`src/rtl/seq_alu.sv`:
```
// seq_alu: sequential ALU, one op in flight; 1-cycle ops latency 1, shifts 1 bit/cycle (latency shamt+1).
// Holds Result/flags while out_ready=0; optional shift-add MUL (WIDTH+1 latency) under `SEQ_ALU_MUL_EN.
module seq_alu #(
  parameter int WIDTH = 32
) (
  input  logic             clk,
  input  logic             rst_n,
  input  logic             in_valid,
  output logic             in_ready,
  input  logic [WIDTH-1:0] A,
  input  logic [WIDTH-1:0] B,
  input  logic [3:0]       ALUControl,
  output logic             out_valid,
  input  logic             out_ready,
  output logic [WIDTH-1:0] Result,
  output logic             Carry,
  output logic             OverFlow,
  output logic             Zero,
  output logic             Negative
);

  localparam int SW = $clog2(WIDTH);
  localparam int CW = SW + 1;

  localparam logic [3:0] OP_ADD  = 4'b0000;
  localparam logic [3:0] OP_SUB  = 4'b0001;
  localparam logic [3:0] OP_AND  = 4'b0010;
  localparam logic [3:0] OP_OR   = 4'b0011;
  localparam logic [3:0] OP_XOR  = 4'b0100;
  localparam logic [3:0] OP_SLT  = 4'b0101;
  localparam logic [3:0] OP_SLTU = 4'b0110;
  localparam logic [3:0] OP_SLL  = 4'b0111;
  localparam logic [3:0] OP_SRL  = 4'b1000;
  localparam logic [3:0] OP_SRA  = 4'b1001;
`ifdef SEQ_ALU_MUL_EN
  localparam logic [3:0] OP_MUL  = 4'b1010;
`endif

  typedef enum logic [1:0] {
    IDLE = 2'd0,
    BUSY = 2'd1,
    DONE = 2'd2
  } state_t;

  state_t           state, state_n;
  logic             armed;
  logic [3:0]       op_q;
  logic [WIDTH-1:0] work_q, work_n;
  logic [CW-1:0]    cnt_q;
  logic [WIDTH-1:0] res_q;
  logic             carry_q, ovf_q, zero_q, neg_q;

  logic             accept, start, finish, multi, is_shift;
  logic [SW-1:0]    shamt;
  logic [WIDTH:0]   add_s, sub_s;
  logic [WIDTH-1:0] r1;
  logic             c1, v1;
  logic [WIDTH-1:0] rb;
  logic             cb;

`ifdef SEQ_ALU_MUL_EN
  logic [2*WIDTH-1:0] prod_q, mcand_q, prod_n;
  logic [WIDTH-1:0]   mplier_q;

  assign prod_n = mplier_q[0] ? (prod_q + mcand_q) : prod_q;
`endif

  assign shamt     = B[SW-1:0];
  assign out_valid = (state == DONE);
  assign Result    = res_q;
  assign Carry     = carry_q;
  assign OverFlow  = ovf_q;
  assign Zero      = zero_q;
  assign Negative  = neg_q;

  // armed keeps in_ready low until the first edge after reset release
  assign in_ready = armed && ((state == IDLE) || ((state == DONE) && out_ready));
  assign accept   = in_valid && in_ready;

  assign is_shift = (ALUControl == OP_SLL) || (ALUControl == OP_SRL) || (ALUControl == OP_SRA);
`ifdef SEQ_ALU_MUL_EN
  assign multi = (is_shift && (shamt != '0)) || (ALUControl == OP_MUL);
`else
  assign multi = is_shift && (shamt != '0);
`endif

  // Single-cycle datapath, evaluated on the live inputs at the accept edge
  always_comb begin
    add_s = {1'b0, A} + {1'b0, B};
    sub_s = {1'b0, A} + {1'b0, ~B} + (WIDTH+1)'(1);
    r1 = '0;
    c1 = 1'b0;
    v1 = 1'b0;
    case (ALUControl)
      OP_ADD: begin
        r1 = add_s[WIDTH-1:0];
        c1 = add_s[WIDTH];
        v1 = (A[WIDTH-1] == B[WIDTH-1]) && (add_s[WIDTH-1] != A[WIDTH-1]);
      end
      OP_SUB: begin
        r1 = sub_s[WIDTH-1:0];
        c1 = sub_s[WIDTH];
        v1 = (A[WIDTH-1] != B[WIDTH-1]) && (sub_s[WIDTH-1] != A[WIDTH-1]);
      end
      OP_AND:  r1 = A & B;
      OP_OR:   r1 = A | B;
      OP_XOR:  r1 = A ^ B;
      OP_SLT:  r1 = {{(WIDTH-1){1'b0}}, ($signed(A) < $signed(B))};
      OP_SLTU: r1 = {{(WIDTH-1){1'b0}}, (A < B)};
      OP_SLL, OP_SRL, OP_SRA: r1 = A;
      default: r1 = '0;
    endcase
  end

  always_comb begin
    case (op_q)
      OP_SLL:  work_n = {work_q[WIDTH-2:0], 1'b0};
      OP_SRL:  work_n = {1'b0, work_q[WIDTH-1:1]};
      default: work_n = {work_q[WIDTH-1], work_q[WIDTH-1:1]};
    endcase
  end

  // Result of the last BUSY cycle
  always_comb begin
    rb = work_n;
    cb = 1'b0;
`ifdef SEQ_ALU_MUL_EN
    if (op_q == OP_MUL) begin
      rb = prod_n[WIDTH-1:0];
      cb = |prod_n[2*WIDTH-1:WIDTH];
    end
`endif
  end

  always_comb begin
    state_n = state;
    start   = 1'b0;
    finish  = 1'b0;
    case (state)
      IDLE: start = accept;
      BUSY: begin
        if (cnt_q == CW'(1)) begin
          finish  = 1'b1;
          state_n = DONE;
        end
      end
      DONE: begin
        if (out_ready) state_n = IDLE;
        start = accept;
      end
      default: state_n = IDLE;
    endcase
    if (start) state_n = multi ? BUSY : DONE;
  end

  always_ff @(posedge clk or negedge rst_n) begin
    if (!rst_n) begin
      state   <= IDLE;
      armed   <= 1'b0;
      op_q    <= '0;
      work_q  <= '0;
      cnt_q   <= '0;
      res_q   <= '0;
      carry_q <= 1'b0;
      ovf_q   <= 1'b0;
      zero_q  <= 1'b0;
      neg_q   <= 1'b0;
`ifdef SEQ_ALU_MUL_EN
      prod_q   <= '0;
      mcand_q  <= '0;
      mplier_q <= '0;
`endif
    end else begin
      state <= state_n;
      armed <= 1'b1;
      if (start) begin
        op_q   <= ALUControl;
        work_q <= A;
        cnt_q  <= CW'(shamt);
`ifdef SEQ_ALU_MUL_EN
        prod_q   <= '0;
        mcand_q  <= {{WIDTH{1'b0}}, A};
        mplier_q <= B;
        if (ALUControl == OP_MUL) cnt_q <= CW'(WIDTH);
`endif
        if (!multi) begin
          res_q   <= r1;
          carry_q <= c1;
          ovf_q   <= v1;
          zero_q  <= (r1 == '0);
          neg_q   <= r1[WIDTH-1];
        end
      end else if (state == BUSY) begin
        work_q <= work_n;
        cnt_q  <= cnt_q - CW'(1);
`ifdef SEQ_ALU_MUL_EN
        prod_q   <= prod_n;
        mcand_q  <= {mcand_q[2*WIDTH-2:0], 1'b0};
        mplier_q <= {1'b0, mplier_q[WIDTH-1:1]};
`endif
        if (finish) begin
          res_q   <= rb;
          carry_q <= cb;
          ovf_q   <= 1'b0;
          zero_q  <= (rb == '0);
          neg_q   <= rb[WIDTH-1];
        end
      end
    end
  end

endmodule

```
`config.mk`:
```
export PLATFORM = sky130hd
export DESIGN_NAME = seq_alu
export DESIGN_NICKNAME = d
export VERILOG_FILES = /design/src/rtl/seq_alu.sv
export SDC_FILE = /design/constraint.sdc
export NUM_CORES = 1
export LEC_CHECK = 0
export ABC_CLOCK_PERIOD_IN_PS = 2740
export CAP_MARGIN = 40
export CORE_UTILIZATION = 60
export CTS_BUF_LIST = sky130_fd_sc_hd__clkbuf_8
export DETAILED_ROUTE_END_ITERATION = 6
export PLACE_DENSITY_LB_ADDON = 0.3
export SLEW_MARGIN = 0
export SYNTH_ARGS = -nofsm -noshare
export SYNTH_HDL_FRONTEND = slang
export SYNTH_SLANG_ARGS = --single-unit
```
`constraint.sdc`:
```
create_clock -name clk -period 2.74 [get_ports clk]
set_input_delay 0.274 -clock clk [delete_from_list [all_inputs] [get_ports clk]]
set_output_delay 0.274 -clock clk [all_outputs]
set_load 0.01 [all_outputs]
```
==> flow_metrics.py, run 1 <==
metrics = {
    "floorplanning": {
        "fp.dieW_um": 130.4,
        "placementRows": 46,
        "pin_count": 110,
        "start_util_pct": 61.82,
        "die_h_um": 130.4,
    },
    "placement": {
        "place_area_um2": 14110,
        "gp_congestion": 1.089,
        "post-place-ws_ps": -1409,
        "numPortBuffers": 109,
        "dp.final_hpwl_mm": 34.79,
    },
    "clocking": {
        "hold_buffers": 1,
        "cts_root_buffer": "clkbuf_8",
        "post-cts-setup-buffer-count": 67,
        "h-tree-depth": 3,
        "cts_sinks": 80,
        "clockBufferDepth": 2,
        "post_cts_resized": 455,
        "cts_buffers": 9,
    },
    "run_status": {
        "status": "stopped before the end",
        "lastStage": "clock tree synthesis (4_1_cts)",
        "toolErrorMsg": "[ERROR DPL-0033] detailed placement checks failed during check placement.",
    },
    "yosys": {
        "synth_top_cell_area_share_pct": 20.24,
        "netlist_area_um2": 9891,
        "yosysSeqAreaShare_pct": 20.24,
        "synth_cells": 1305,
        "ys_types": 97,
        "synth_top_area_cell": "dfrtp_1",
        "yosys-top-cells-area": "dfrtp_1 (20%), ha_1 (15%), o21ai_0 (5.3%)",
        "ys_seq_elements": 80,
        "synth_nets": 1494,
        "synth_edf_count": 0,
        "syn_area_per_cell_um2": 7.579,
        "ys_async_sr_fraction_pct": 100.0,
        "yosys_warnings": 0,
        "ys.flop_type": "dfrtp_1",
    },
}
## synthesized netlist by cell type, types with 7 or more instances
| cell | instances |
|---|---|
| a2111oi_0 | 7 |
| a211o_1 | 7 |
| a211oi_1 | 25 |
| a21o_1 | 9 |
| a21oi_1 | 100 |
| a221o_1 | 9 |
| a221oi_1 | 18 |
| a22oi_1 | 36 |
| a31oi_1 | 11 |
| and2_1 | 10 |
| buf_1 | 8 |
| buf_2 | 24 |
| clkbuf_1 | 48 |
| dfrtp_1 | 80 |
| ha_1 | 115 |
| inv_1 | 98 |
| mux2i_1 | 33 |
| nand2_1 | 119 |
| nand2b_1 | 14 |
| nand3_1 | 12 |
| nand4_1 | 19 |
| nor2_1 | 127 |
| nor2b_1 | 15 |
| nor3_1 | 28 |
| nor3b_1 | 8 |
| nor4_1 | 7 |
| o211ai_1 | 15 |
| o21a_1 | 9 |
| o21ai_0 | 104 |
| o21ai_1 | 12 |
| o22ai_1 | 16 |
| o31ai_1 | 8 |
| o32ai_1 | 7 |
| or3_1 | 12 |
| xnor2_1 | 7 |
## metrics by stage
step	TNS [ps]	cells
floorplan	-291.8	1305
global placement	-22560	1931
detailed placement	-28130	1934
## cells by family after synthesis
logic type / synth area share (%)
mux: 3.909
simple gates: 19.75
flops: 20.24
buf+inv: 7.362
compound gates: 32.87
xor+xnor: 0.8856
fa+ha+maj: 14.95
other cells: 0.03791
==> run 2: changes to the inputs <==
--- a/config.mk
+++ b/config.mk
@@ -7,10 +7,9 @@
 export LEC_CHECK = 0
 export ABC_CLOCK_PERIOD_IN_PS = 2740
 export CAP_MARGIN = 40
-export CORE_UTILIZATION = 60
-export CTS_BUF_LIST = sky130_fd_sc_hd__clkbuf_8
+export CORE_UTILIZATION = 40
 export DETAILED_ROUTE_END_ITERATION = 6
-export PLACE_DENSITY_LB_ADDON = 0.3
+export PLACE_DENSITY_LB_ADDON = 0.15
 export SLEW_MARGIN = 0
 export SYNTH_ARGS = -nofsm -noshare
 export SYNTH_HDL_FRONTEND = slang
==> flow_metrics.py, run 2 <==
metrics = {
    "run_status": {
        "status": "finished with violations",
        "violations": "setup timing",
    },
    "global_route": {
        "overflow": 0,
        "grt_start_max_net_pins": 68,
        "antenna_found_initial": 0,
        "track_usage_pct": 35.67,
        "grt_pass1_wl_mm": 70.73,
        "grt_pass1_vias": 12452,
    },
    "floorplanning": {
        "fp.dieW_um": 159.2,
        "die_h_um": 159.2,
        "die-area_um2": 25360,
        "placementRows": 57,
        "pin_count": 110,
        "start_util_pct": 40.67,
        "coreArea_um2": 24320,
    },
    "yosys": {
        "netlist_area_um2": 9891,
        "synth_top_cell_area_share_pct": 20.24,
        "synth_nets": 1494,
        "yosys-top-cells-area": "dfrtp_1 (20%), ha_1 (15%), o21ai_0 (5.3%)",
        "synth_edf_count": 0,
        "ys_seq_elements": 80,
        "ys_async_sr_fraction_pct": 100.0,
        "ys.flop_type": "dfrtp_1",
        "yosysSeqAreaShare_pct": 20.24,
        "synth_common_cells": "nor2_1 (127), nand2_1 (119), ha_1 (115)",
        "syn_area_per_cell_um2": 7.579,
        "yosys_warnings": 0,
        "synth_top_area_cell": "dfrtp_1",
        "ys_types": 97,
        "synth_cells": 1305,
        "synth_most_common_cell": "nor2_1",
    },
    "critical_path": {
        "endpoint_kind": "flip-flop",
        "cp.arrival_ps": 3480,
        "cp_slowest_cell": "fa_2",
        "cp.required_ps": 2990,
        "critPathMaxStageDelay_ps": 360,
        "r2r-start": "op_q[2]$_DFFE_PN0P_",
        "crit_type": "in -> reg",
        "crit_start": "B[0]",
        "worstSetupStartpointType": "input port",
        "worst-path-buf-inv": 3,
        "crit_fanout": 4,
        "crit_chain": "buf_8, buf_6, ha_4, fa_2, o21bai_4, a2111o_1, buf_6, a21bo_4, nand4_1, a21oi_4, a311o_1, and2_4, nand2b_1, a31o_2, nor3_1, nand4_1, o31ai_2",
        "crit_family": "compound AO/OA/AOI/OAI gates",
    },
    "final_layout": {
        "final_cell_mix": "buf_4 (483), nor2_1 (116), nand2_1 (109)",
        "antenna_cells": 0,
        "final_core_util_pct": 72.01,
        "drive_gt1_share_pct": 47.91,
        "area_growth_pct": 77.06,
        "layout_commonest_cell": "buf_4",
        "final_area_um2": 17510,
        "nNetsFinal": 2077,
    },
    "sta": {
        "slew-limit-headroom_pct": 50.89,
        "fin_crit_sh_pct": 117.6,
        "setup_ws_ps": -483.6,
        "max_freq_ghz": 0.3102,
        "skew_ps": 8.459,
        "setup_viol": 16,
        "timing.hold.ws_ps": 289.1,
        "min_period_ps": 3224,
        "rsz0062_at_grt": "true",
        "finalHoldViolCount": 0,
        "worstMarginPinSlew_ps": 736.6,
        "final-max-slew-violation-count": 0,
    },
    "flow_run": {
        "cap_violations": 0,
    },
    "placement": {
        "place_area_um2": 14740,
        "numPortBuffers": 109,
        "gp_congestion": 0.9414,
        "dp.final_hpwl_mm": 35.62,
    },
    "clocking": {
        "cts_buffers": 9,
        "clockBufferDepth": 2,
        "cts_root_buffer": "clkbuf_16",
        "cts_sinks": 80,
        "clk_latency_ps": 340,
        "clkTransAtPathRegs_ps": 60,
        "cts_tree": "built",
        "h-tree-depth": 3,
    },
    "min_path": {
        "hold_path.class": "in -> reg",
        "hp-start": "A[0]",
    },
    "routing": {
        "routed_wl_mm": 46.14,
        "detail_route.vias_per_cell": 5.719,
        "drt-pass1-iter-count": 6,
        "wl_per_cell_um": 20.81,
        "drt_iter0_drc": 1009,
        "drc_errors": 0,
        "via_count": 12680,
        "ant_nets": 0,
    },
    "power": {
        "vdd_drop_max_mv": 0.5526,
        "power.density_nw_per_um2": 497.6,
        "leakage_nw": 8.097,
        "power_mw": 8.714,
    },
}
run 2: kinds of logic after synthesis:
logic type | count (synthesis) | synth area share (%)
compound gates | 471 | 32.87
xor+xnor | 10 | 0.8856
fa+ha+maj | 117 | 14.95
buf+inv | 184 | 7.362
flops | 80 | 20.24
mux | 38 | 3.909
other cells | 1 | 0.03791
simple gates | 404 | 19.75
run 2: per-stage QoR:
| step | std cells | setup slack, ps | setup TNS (ps) |
|---|---|---|---|
| after floorplan | 1305 | -260.7 | -291.8 |
| after global placement | 2111 | -1353 | -27450 |
| after detailed placement | 2112 | -1401 | -29380 |
| after CTS | 2193 | -481.2 | -2345 |
| after global routing | 2217 | -592.9 | -3978 |
| final | 2217 | -483.6 | -2611 |
run 2: layout make-up:
cell class	count	area, um^2
multi-input cells	1041	8895
fillers	1926	6807
repair buffers	654	5451
flip-flops and latches	80	2002
inverters	102	437.9
well taps	324	405.4
clock buffers	10	239.0
clock inverters	6	82.58
run 2: worst register-to-register path, cell delays in order, from the launching register on:
cell and delay, ps:
dfrtp_1 390, nand2_1 70, nor2_1 50, nand2_1 190, buf_4 290, mux2i_1 360, nand4_1 180, nor4_1 370
nand4_1 150, o41ai_1 360, o21ai_0 190, o31ai_2 90
run 2: final timing paths:
kind / end / slack, ps / depth (start not counted)
min in group asynchronous: state[0]$_DFFE_PN0P_ / 320 / 2
max reg2reg: Zero$_DFFE_PN0P_ / -30 / 11
max: Zero$_DFFE_PN0P_ / -480 / 17
min: work_q[0]$_DFFE_PN0P_ / 290 / 4
min reg2reg: Result[2]$_DFFE_PN0P_ / 480 / 2
max in group asynchronous: work_q[25]$_DFFE_PN0P_ / 1830 / 3
run 2: timing repair:
item / CTS / global route
gates resized for setup: 439 / 172
endpoints found under the setup margin: 32 / 27
buffers inserted: 69 / 38
endpoints found under the hold margin: 13 / 0
pin swaps: 130 / 130
hold buffers: 1 / 0
run 2: layer usage:
layer | track usage (%) | vias up | share of wire [%]
met3 | 3.152 | 103 | 6.5
met4 | 11.63 | 0 | 3.3
met5 | 0 | - | 0
met2 | 58.77 | 522 | 46
met1 | 49.13 | 6098 | 44
li1 | - | 5957 | -
run 2: report_power, final:
group          internal, mW  switching (mW)  total [mW]
registers              1.72           0.416        2.13
clock network         0.817           0.470        1.29
logic                  2.61            2.68        5.30
total                  5.15            3.57        8.71
Note: power is estimated with default switching activity, not from simulation.
==> run 3: changes to the inputs <==
--- a/config.mk
+++ b/config.mk
@@ -5,8 +5,8 @@
 export SDC_FILE = /design/constraint.sdc
 export NUM_CORES = 1
 export LEC_CHECK = 0
+export ABC_AREA = 1
 export ABC_CLOCK_PERIOD_IN_PS = 2740
-export CAP_MARGIN = 40
 export CORE_UTILIZATION = 40
 export DETAILED_ROUTE_END_ITERATION = 6
 export PLACE_DENSITY_LB_ADDON = 0.15
==> flow_metrics.py, run 3 <==
metrics = {
    "global_route": {
        "antenna_found_initial": 0,
        "track_usage_pct": 33.42,
        "grt_pass1_vias": 13495,
        "overflow": 0,
        "grt_start_max_net_pins": 81,
        "grt_pass1_wl_mm": 73.02,
    },
    "sta": {
        "tns_ps": 0,
        "worstMarginPinSlew_ps": 1056,
        "fin_crit_sh_pct": 97.13,
        "skew_ps": 7.481,
        "setup_viol": 0,
        "slew-limit-headroom_pct": 29.57,
        "timing.hold.ws_ps": 116.0,
        "min_period_ps": 2661,
        "setup_ws_ps": 78.57,
        "final-max-slew-violation-count": 0,
        "rsz0062_at_grt": "true",
        "max_freq_ghz": 0.3757,
        "finalHoldViolCount": 0,
    },
    "critical_path": {
        "cp.arrival_ps": 2920,
        "critPathMaxStageDelay_ps": 590,
        "cp_slowest_cell": "clkdlybuf4s50_1",
        "reg2reg_to": "Zero$_DFFE_PN0P_",
        "cp.required_ps": 3000,
        "crit_fanout": 16,
        "r2r-start": "op_q[3]$_DFFE_PN0P_",
        "critPathCapture": "Zero$_DFFE_PN0P_",
        "crit_type": "in -> reg",
        "worstSetupStartpointType": "input port",
        "r2r_cells": 11,
        "endpoint_kind": "flip-flop",
        "crit_chain": "clkdlybuf4s50_1, inv_1, nand3_1, buf_4, buf_4, o22ai_1, nor3_1, nand3_1, nor2_2, nand4_1, nor2_4, nand3_2, a21oi_2",
        "rrSetupSlack_ps": 160,
        "crit_start": "ALUControl[0]",
    },
    "floorplanning": {
        "pin_count": 110,
        "die_h_um": 168.3,
        "fp.dieW_um": 168.3,
        "coreArea_um2": 27030,
        "placementRows": 60,
        "start_util_pct": 40.95,
        "die-area_um2": 28340,
    },
    "yosys": {
        "yosys.area_share.simple_pct": 37.23,
        "ys_seq_elements": 80,
        "synth_top_family_by_area": "simple AND/OR/NAND/NOR gates",
        "synthAdderAreaFrac_pct": 13.36,
        "synth_top_cell_area_share_pct": 20.05,
        "netlist_area_um2": 11070,
        "synth_mux_area_share_pct": 0,
        "synth_top_area_cell": "nand2_1",
        "synth_cells": 1911,
        "yosysSeqAreaShare_pct": 18.09,
        "synth_xor_area_share_pct": 0.3166,
        "synth_compound_area_share_pct": 15.36,
        "ys_types": 45,
        "synth_common_cells": "nand2_1 (591), inv_1 (359), nor2_1 (176)",
        "synth_most_common_cell": "nand2_1",
        "synth_edf_count": 0,
        "yosys-top-cells-area": "nand2_1 (20%), dfrtp_1 (18%), ha_1 (13%)",
        "yosys_warnings": 0,
        "synth_nets": 2100,
        "ys_async_sr_fraction_pct": 100.0,
        "ys.flop_type": "dfrtp_1",
        "syn_area_per_cell_um2": 5.791,
    },
    "routing": {
        "drc_errors": 0,
        "drt-pass1-iter-count": 6,
        "ant_nets": 0,
        "wl_per_cell_um": 17.62,
        "routed_wl_mm": 47.99,
        "detail_route.vias_per_cell": 5.234,
        "drt_iter0_drc": 1303,
        "via_count": 14257,
    },
    "final_layout": {
        "drive_gt1_share_pct": 28.16,
        "antenna_cells": 0,
        "layout_commonest_cell": "nand2_1",
        "area_growth_pct": 51.48,
        "nNetsFinal": 2568,
        "final_core_util_pct": 62.03,
        "final_cell_mix": "nand2_1 (536), buf_4 (408), inv_1 (330)",
    },
    "clocking": {
        "clk_latency_ps": 340,
        "cts_sinks": 80,
        "cts_buffers": 9,
        "cts_tree": "built",
        "clkTransAtPathRegs_ps": 60,
        "cts_root_buffer": "clkbuf_16",
        "clockBufferDepth": 2,
        "h-tree-depth": 3,
    },
    "placement": {
        "dp.final_hpwl_mm": 39.44,
        "gp_congestion": 1.017,
        "numPortBuffers": 109,
        "post-place-ws_ps": -518.1,
    },
    "power": {
        "swShare_pct": 41.87,
        "p_int_mw": 4.382,
        "power.density_nw_per_um2": 449.7,
        "p_switching_mw": 3.157,
        "leakage_nw": 9.013,
        "clkPwrFrac_pct": 16.9,
        "seq_power_share_pct": 25.4,
        "vdd_drop_max_mv": 0.4648,
        "power_frac_comb_pct": 57.7,
    },
    "run_status": {
        "status": "complete, no violations",
    },
    "min_path": {
        "hold_path.class": "in -> async",
    },
    "flow_run": {
        "cap_violations": 0,
    },
}
## run 3: cell types whose count changed after synthesis, moves of 28 or more
cell	delta
mux2i_1	-33
a22oi_1	-36
nand3_1	+150
o21ai_0	-38
nor2_1	+49
clkbuf_1	-28
inv_1	+261
nand2_1	+472
## run 3: how the worst min path moves through the flow
stage               cells after the start  slack (ps)              endpoint
detailed placement                      1         460  cnt_q[5]$_DFFE_PN0P_
finish                                  1         120  state[1]$_DFFE_PN0P_
global placement                        1         460  cnt_q[5]$_DFFE_PN0P_
global route                            1         210  state[1]$_DFFE_PN0P_
CTS                                     1         160  state[1]$_DFFE_PN0P_
floorplan                               0         -20     Carry$_DFFE_PN0P_
## run 3: repair_timing
| action | in CTS | in global routing |
|---|---|---|
| endpoints found under the setup margin | 5 | 24 |
| buffers inserted | 0 | 12 |
| gates cloned | 0 | 0 |
| hold buffers | 0 | 0 |
| resized for setup | 32 | 239 |
| hold endpoints to repair | 0 | 0 |
| pin swaps | 3 | 50 |
## run 3: cell families after synthesis
group	count (synthesis)
AOI/OAI and AO/OA	279
xor gates and xnor gates	4
adders and majority gates	117
buffers and inverters	434
DFF	80
other	1
and+or+nand+nor	996
## run 3: worst max-delay path, delay by kind of cell
family / cells / cell delay (ps)
buffers and inverters: 4 / 1180
AO/OA/AOI/OAI: 2 / 190
AND/OR/NAND/NOR: 7 / 1280
## run 3: layout make-up
class	instances	area, um^2
Clock buffer	10	229.0
Clock inverter	5	81.33
Fill cell	2700	10260
Inverter	363	1363
Multi-Input combinational cell	1397	8308
Sequential cell	80	2002
Tap cell	341	426.7
Timing Repair Buffer	528	4354
## run 3: power groups by stage
| stage | Sequential [mW] | Clock (mW) | Combinational, mW |
|---|---|---|---|
| 4_1_cts | 1.91 | 1.29 | 4.04 |
| 6_report | 1.91 | 1.28 | 4.35 |
| 3_5_place_dp | 1.93 | 0 | 3.99 |
| 3_3_place_gp | 1.92 | 0 | 3.96 |
| 5_1_grt | 1.96 | 1.34 | 4.75 |
| 2_1_floorplan | 1.97 | 0 | 1.92 |
## run 3: through the flow
stage               power, mW  area (um^2)  std cells
global route            8.054        16760       2724
floorplan               3.892        11070       1911
global placement        5.873        15340       2697
finish                  7.539        16760       2724
detailed placement      5.919        15340       2697
CTS                     7.243        15770       2712
## run 3: layer usage
metal / track usage (%) / up-vias / part of all wire (%)
li1: - / 7002 / -
met1: 42.39 / 6668 / 43
met2: 56.99 / 489 / 47
met3: 4.020 / 98 / 5.7
met4: 14.47 / 0 / 5.3
met5: 0 / - / 0
